### src/rtl/traffic_pkg.sv
// -----------------------------------------------------------------------------
// traffic_pkg
// Shared definitions for the multi-approach traffic-light controller:
//   - phase_t        : controller state encoding (ALLRED, GREEN, YELLOW, FLASH)
//   - DEF_*          : default phase durations and approach count
//   - timer_width()  : width of a down-counter able to hold the longest phase
// -----------------------------------------------------------------------------
package traffic_pkg;

    typedef enum logic [1:0] {
        ST_ALLRED = 2'd0,
        ST_GREEN  = 2'd1,
        ST_YELLOW = 2'd2,
        ST_FLASH  = 2'd3
    } phase_t;

    localparam int DEF_NUM_DIR       = 2;
    localparam int DEF_GREEN_CYCLES  = 8;
    localparam int DEF_YELLOW_CYCLES = 3;
    localparam int DEF_ALLRED_CYCLES = 2;
    localparam int DEF_FLASH_HALF    = 4;

    // Timer is loaded with (duration - 1), so $clog2 of the longest duration
    // is enough; never let it collapse to zero bits when every duration is 1.
    function automatic int timer_width(input int a, input int b,
                                       input int c, input int d);
        int m;
        m = a;
        m = (b > m) ? b : m;
        m = (c > m) ? c : m;
        m = (d > m) ? d : m;
        return ($clog2(m) < 1) ? 1 : $clog2(m);
    endfunction

endpackage

### src/rtl/traffic_phase_ctrl_rr_pick.sv
// -----------------------------------------------------------------------------
// rr_pick
// Combinational round-robin selector. Searches approaches starting just after
// the current one and wrapping, so the current approach is considered last.
// Ports:
//   i_req      [NUM_DIR-1:0]  per-approach demand
//   i_cur_dir  [DW-1:0]       approach currently / last served
//   o_next     [DW-1:0]       first requesting approach in round-robin order
//   o_valid                   at least one approach is requesting
// -----------------------------------------------------------------------------
module rr_pick #(
    parameter int NUM_DIR = 2,
    parameter int DW      = $clog2(NUM_DIR)
) (
    input  logic [NUM_DIR-1:0] i_req,
    input  logic [DW-1:0]      i_cur_dir,
    output logic [DW-1:0]      o_next,
    output logic               o_valid
);

    localparam int SW = DW + 1;

    logic [SW-1:0] w_idx;

    // Walk from the farthest candidate to the nearest; the nearest requester
    // is written last and therefore wins.
    always_comb begin
        o_next  = '0;
        o_valid = 1'b0;
        w_idx   = '0;
        for (int k = NUM_DIR; k >= 1; k--) begin
            w_idx = {1'b0, i_cur_dir} + SW'(k);
            if (w_idx >= SW'(NUM_DIR)) begin
                w_idx = w_idx - SW'(NUM_DIR);
            end else begin
                w_idx = w_idx;
            end
            if (i_req[w_idx[DW-1:0]]) begin
                o_next  = w_idx[DW-1:0];
                o_valid = 1'b1;
            end else begin
                o_next  = o_next;
                o_valid = o_valid;
            end
        end
    end

endmodule

### src/rtl/traffic_phase_ctrl.sv
// -----------------------------------------------------------------------------
// traffic_phase_ctrl
// Multi-approach traffic-light controller. Serves NUM_DIR approaches in
// round-robin order (GREEN -> YELLOW -> ALLRED), skipping approaches without
// demand, with a flashing-yellow override.
// Ports:
//   clk                      rising-edge clock
//   rst                      asynchronous active-high reset
//   req     [NUM_DIR-1:0]    per-approach demand (level)
//   flash                    flashing-yellow request (level)
//   red     [NUM_DIR-1:0]    red lamps     (registered)
//   yellow  [NUM_DIR-1:0]    yellow lamps  (registered)
//   green   [NUM_DIR-1:0]    green lamps   (registered)
//   cur_dir [DW-1:0]         approach currently or last served (registered)
// -----------------------------------------------------------------------------
module traffic_phase_ctrl
    import traffic_pkg::*;
#(
    parameter int NUM_DIR       = DEF_NUM_DIR,
    parameter int GREEN_CYCLES  = DEF_GREEN_CYCLES,
    parameter int YELLOW_CYCLES = DEF_YELLOW_CYCLES,
    parameter int ALLRED_CYCLES = DEF_ALLRED_CYCLES,
    parameter int FLASH_HALF    = DEF_FLASH_HALF,
    parameter int DW            = $clog2(NUM_DIR)
) (
    input  logic               clk,
    input  logic               rst,
    input  logic [NUM_DIR-1:0] req,
    input  logic               flash,
    output logic [NUM_DIR-1:0] red,
    output logic [NUM_DIR-1:0] yellow,
    output logic [NUM_DIR-1:0] green,
    output logic [DW-1:0]      cur_dir
);

    localparam int TW = timer_width(GREEN_CYCLES, YELLOW_CYCLES,
                                    ALLRED_CYCLES, FLASH_HALF);

    localparam logic [TW-1:0] T_GREEN  = TW'(GREEN_CYCLES  - 1);
    localparam logic [TW-1:0] T_YELLOW = TW'(YELLOW_CYCLES - 1);
    localparam logic [TW-1:0] T_ALLRED = TW'(ALLRED_CYCLES - 1);
    localparam logic [TW-1:0] T_FLASH  = TW'(FLASH_HALF    - 1);

    phase_t              r_state;
    logic [TW-1:0]       r_timer;
    logic [DW-1:0]       r_dir;
    logic                r_phase;
    logic [NUM_DIR-1:0]  r_red;
    logic [NUM_DIR-1:0]  r_yellow;
    logic [NUM_DIR-1:0]  r_green;

    phase_t              w_state_nxt;
    logic [TW-1:0]       w_timer_nxt;
    logic [DW-1:0]       w_dir_nxt;
    logic                w_phase_nxt;
    logic [NUM_DIR-1:0]  w_red_nxt;
    logic [NUM_DIR-1:0]  w_yellow_nxt;
    logic [NUM_DIR-1:0]  w_green_nxt;
    logic [NUM_DIR-1:0]  w_onehot;
    logic [DW-1:0]       w_pick;
    logic                w_pick_valid;
    logic                w_expired;

    rr_pick #(
        .NUM_DIR (NUM_DIR),
        .DW      (DW)
    ) u_rr_pick (
        .i_req     (req),
        .i_cur_dir (r_dir),
        .o_next    (w_pick),
        .o_valid   (w_pick_valid)
    );

    assign w_expired = (r_timer == '0);

    // State, timer, served approach and flash phase registers.
    always_ff @(posedge clk or posedge rst) begin
        if (rst) begin
            r_state <= ST_ALLRED;
            r_timer <= T_ALLRED;
            r_dir   <= DW'(NUM_DIR - 1);
            r_phase <= 1'b0;
        end else begin
            r_state <= w_state_nxt;
            r_timer <= w_timer_nxt;
            r_dir   <= w_dir_nxt;
            r_phase <= w_phase_nxt;
        end
    end

    // Next-state logic; flash overrides every other transition.
    always_comb begin
        w_state_nxt = r_state;
        w_timer_nxt = w_expired ? r_timer : (r_timer - TW'(1));
        w_dir_nxt   = r_dir;
        w_phase_nxt = r_phase;
        if (flash) begin
            w_state_nxt = ST_FLASH;
            if (r_state != ST_FLASH) begin
                w_timer_nxt = T_FLASH;
                w_phase_nxt = 1'b1;
            end else if (w_expired) begin
                w_timer_nxt = T_FLASH;
                w_phase_nxt = ~r_phase;
            end else begin
                w_phase_nxt = r_phase;
            end
        end else begin
            case (r_state)
                ST_ALLRED: begin
                    // With no demand the timer simply parks at zero.
                    if (w_expired && w_pick_valid) begin
                        w_state_nxt = ST_GREEN;
                        w_timer_nxt = T_GREEN;
                        w_dir_nxt   = w_pick;
                    end else begin
                        w_state_nxt = ST_ALLRED;
                    end
                end
                ST_GREEN: begin
                    if (w_expired) begin
                        w_state_nxt = ST_YELLOW;
                        w_timer_nxt = T_YELLOW;
                    end else begin
                        w_state_nxt = ST_GREEN;
                    end
                end
                ST_YELLOW: begin
                    if (w_expired) begin
                        w_state_nxt = ST_ALLRED;
                        w_timer_nxt = T_ALLRED;
                    end else begin
                        w_state_nxt = ST_YELLOW;
                    end
                end
                ST_FLASH: begin
                    // cur_dir is kept, so the interrupted approach goes last.
                    w_state_nxt = ST_ALLRED;
                    w_timer_nxt = T_ALLRED;
                end
                default: begin
                    w_state_nxt = ST_ALLRED;
                    w_timer_nxt = T_ALLRED;
                end
            endcase
        end
    end

    // Lamp pattern for the upcoming state, so the lamp registers track it.
    always_comb begin
        w_onehot     = {{(NUM_DIR-1){1'b0}}, 1'b1} << w_dir_nxt;
        w_red_nxt    = {NUM_DIR{1'b1}};
        w_yellow_nxt = {NUM_DIR{1'b0}};
        w_green_nxt  = {NUM_DIR{1'b0}};
        case (w_state_nxt)
            ST_ALLRED: begin
                w_red_nxt = {NUM_DIR{1'b1}};
            end
            ST_GREEN: begin
                w_red_nxt   = ~w_onehot;
                w_green_nxt = w_onehot;
            end
            ST_YELLOW: begin
                w_red_nxt    = ~w_onehot;
                w_yellow_nxt = w_onehot;
            end
            ST_FLASH: begin
                w_red_nxt    = {NUM_DIR{1'b0}};
                w_yellow_nxt = {NUM_DIR{w_phase_nxt}};
            end
            default: begin
                w_red_nxt = {NUM_DIR{1'b1}};
            end
        endcase
    end

    // Lamp output registers.
    always_ff @(posedge clk or posedge rst) begin
        if (rst) begin
            r_red    <= {NUM_DIR{1'b1}};
            r_yellow <= {NUM_DIR{1'b0}};
            r_green  <= {NUM_DIR{1'b0}};
        end else begin
            r_red    <= w_red_nxt;
            r_yellow <= w_yellow_nxt;
            r_green  <= w_green_nxt;
        end
    end

    assign red     = r_red;
    assign yellow  = r_yellow;
    assign green   = r_green;
    assign cur_dir = r_dir;

endmodule

### config.mk
export PLATFORM = sky130hd
export DESIGN_NAME = traffic_phase_ctrl
export DESIGN_NICKNAME = d
export VERILOG_FILES = /design/src/rtl/traffic_pkg.sv /design/src/rtl/traffic_phase_ctrl_rr_pick.sv /design/src/rtl/traffic_phase_ctrl.sv
export SDC_FILE = /design/constraint.sdc
export NUM_CORES = 1
export LEC_CHECK = 0
export BUFFER_PORTS_ARGS = -buffer_cell sky130_fd_sc_hd__buf_4
export CORE_AREA = 2 2 41 43
export DETAILED_ROUTE_END_ITERATION = 8
export DIE_AREA = 0 0 43 45
export MAX_ROUTING_LAYER = met4
export PLACE_DENSITY = 0.73
export SETUP_SLACK_MARGIN = 0.5
export SLEW_MARGIN = 0
export SYNTH_ARGS = -nofsm -noshare
export SYNTH_HDL_FRONTEND = slang
export SYNTH_SLANG_ARGS = --single-unit
### constraint.sdc
create_clock -name clk -period 2.4 [get_ports clk]
set_input_delay 0.36 -clock clk [delete_from_list [all_inputs] [get_ports clk]]
set_output_delay 0.36 -clock clk [all_outputs]
set_load 0.03 [all_outputs]
==> flow_summary.json <==
{
  "finalClockSkew_ns": 0.000405,
  "max-cap-violations": 0,
  "required_ns": 2.61,
  "wl_per_cell_um": 13.2,
  "finalHoldViolations": 0,
  "path_delay_family": "flip-flops",
  "end_kind": "flop",
  "worstSetupStartpointType": "flop",
  "slew_violations": 0,
  "core.rowCount": 14,
  "ys.flop_type": "dfrtp_1",
  "gp_congestion": 0.672,
  "die_x_um": 43,
  "synth_enable_flop_cells": 0,
  "syn_to_final_growth_pct": 30.2,
  "power_density_nw_per_um2": 1180,
  "syn-mean-instance-area_sq_um": 11.2,
  "drtIter0Drc": 11,
  "firstDrtPassIters": 3,
  "wirelength_um": 1380,
  "postRouteAntennaNets": 0,
  "antenna_found_initial": 0,
  "syn-instance-count": 68,
  "path_cells": "inv_2 -> ha_4 -> nor2b_4 -> buf_6 -> a31oi_4 -> and2_4 -> ha_4 -> mux2_4",
  "vias_per_cell": 5.24,
  "ys_types": 27,
  "dp_hpwl_um": 985,
  "fmax_ghz": 0.514,
  "fill_cells": 116,
  "crit_slowest_cell": "dfstp_2",
  "ir_drop_mv": 0.626,
  "grt_overflow": 0,
  "htreeDepth": 1,
  "async_flop_share_pct": 100,
  "setup_tns_ns": 0,
  "core-area_sq_um": 1470,
  "final_cell_mix": "19 x buf_4, 9 x dfrtp_1, 6 x nor2_1, 6 x inv_1",
  "path_buf_inv": 2,
  "clk_latency_ns": 0.28,
  "hp-class": "input pin to asynchronous set/reset pin",
  "rr_worst_depth": 8,
  "root_buffer": "clkbuf_4",
  "status": "completed",
  "cts.path.max_buffers": 2,
  "initial_utilization_pct": 51.8,
  "fin_crit_ns": 1.95,
  "drive_gt1_share_pct": 50.6,
  "nNetsFinal": 102,
  "crit_path_frequent_cell": "ha_4",
  "syn-cell-area_sq_um": 762,
  "hold_buffers": 0,
  "ys_seq_area_share_pct": 43.3,
  "grt_max_degree": 14,
  "die_y_um": 45,
  "drc": 0,
  "cpPeakStageDelay_ns": 0.54,
  "setup_viol": 0,
  "grt.total_usage_pct": 17.9,
  "cts.sinks": 13,
  "slew_headroom_pct": 67.9,
  "final_common_cell": "buf_4",
  "ys_ff_latch": 13,
  "ioPinCount": 12,
  "numPortBuffers": 11,
  "crit_path_max_fanout": 5,
  "cts_tree": "yes",
  "num_antenna_cells": 0,
  "dieArea_sq_um": 1940,
  "path_depth": 8,
  "rsz0062_at_grt": "yes",
  "vias": 550,
  "finalCritPeriodShare_pct": 81.1,
  "cts.clk_slew.worst_paths_ns": 0.08,
  "grt_pass1_vias": 582,
  "critPathKind": "flop to flop",
  "grt_pass1_wl_um": 2440,
  "yosys_warnings": 0,
  "hold_slack_ns": 0.0944,
  "worstMarginPinSlew_ns": 0.481,
  "crit_arrival_ns": 2.16,
  "leakage_nw": 0.455,
  "synth_fp_nets": 80,
  "cts_made_buffers": 3
}
[where the power goes]
| part | leakage (nW) | internal (mW) | total [mW] | switching [mW] |
|---|---|---|---|---|
| logic | 0.291 | 0.312 | 0.636 | 0.324 |
| registers | 0.149 | 0.328 | 0.401 | 0.0732 |
| clock network | 0.0150 | 0.0645 | 0.138 | 0.0732 |
[path summary, 6_finish.rpt]
kind                                 startpoint              endpoint  slack [ns]
setup / recovery           r_timer[0]$_DFF_PP1_      red[0]$_DFF_PP1_        0.45
hold / removal                              rst   yellow[0]$_DFF_PP0_        0.09
setup reg to reg           r_timer[0]$_DFF_PP1_      red[0]$_DFF_PP1_        0.45
hold reg to reg               r_phase$_DFF_PP0_     r_phase$_DFF_PP0_        0.57
max in group asynchronous                   rst  r_timer[0]$_DFF_PP1_        1.96
min in group clk                         req[0]     cur_dir$_DFF_PP1_        0.39
[registers in the layout (all words and copies together) (netlist names)]
name     count
r_timer      3
green        2
r_state      2
red          2
yellow       2
cur_dir      1
r_phase      1
[Yosys cell counts, types with 2 or more instances]
cell type	n	share of area [%]
a31oi_1	3	2.5
and2_1	2	1.6
buf_6	2	3.0
dfrtp_1	9	30
dfstp_2	4	14
ha_1	7	11
inv_1	10	4.9
mux2_1	2	3.0
mux2i_1	2	2.6
nand2_1	4	2.0
nor2_1	6	3.0
xnor2_1	2	2.3
[metrics by stage]
step / power [mW] / setup WS, ns / cells / utilization [%] / area [sq um]
after floorplan: 0.817 / 0.508 / 68 / - / 796
after global placement: 0.924 / 0.341 / 92 / 58.6 / 862
after detailed placement: 0.944 / 0.324 / 92 / 58.6 / 862
after CTS: 1.13 / 0.458 / 100 / 63.2 / 930
after global routing: 1.27 / 0.383 / 105 / 67.4 / 992
final: 1.18 / 0.454 / 105 / 67.4 / 992
[layer usage]
layer	vias up	global-route usage [%]	share of wire, %
met3	2	2.40	2.8
met5	-	-	0
met2	8	30.9	53
met4	0	9.09	1.4
li1	271	-	-
met1	269	20.6	43
[final cells by class]
cell class              count  area, sq um  area share (%)
flip-flops and latches     13          330            33.3
inverters                  10         37.5            3.78
repair buffers             20          154            15.5
well taps                  16         20.0            2.02
clock buffers               4         26.3            2.65
multi-input cells          42          424            42.7
[what timing repair did]
item,in CTS,in global routing
endpoints found under the hold margin,0,0
setup endpoints to repair,6,6
resized for setup,4,5
buffers inserted,4,5
pin swaps,3,2
[cell families (layout without fill, tap and decap cells)]
family / count (synthesis) / after routing / synth area share [%]
AOI/OAI and AO/OA: 12 / 12 / 14.3
xor gates and xnor gates: 2 / 2 / 2.30
muxes: 4 / 4 / 5.58
DFF: 13 / 13 / 43.4
buffers and inverters: 13 / 34 / 9.69
adders and majority gates: 7 / 7 / 11.5
and+or+nand+nor: 17 / 17 / 13.3
Note: power is estimated with default switching activity, not from simulation.
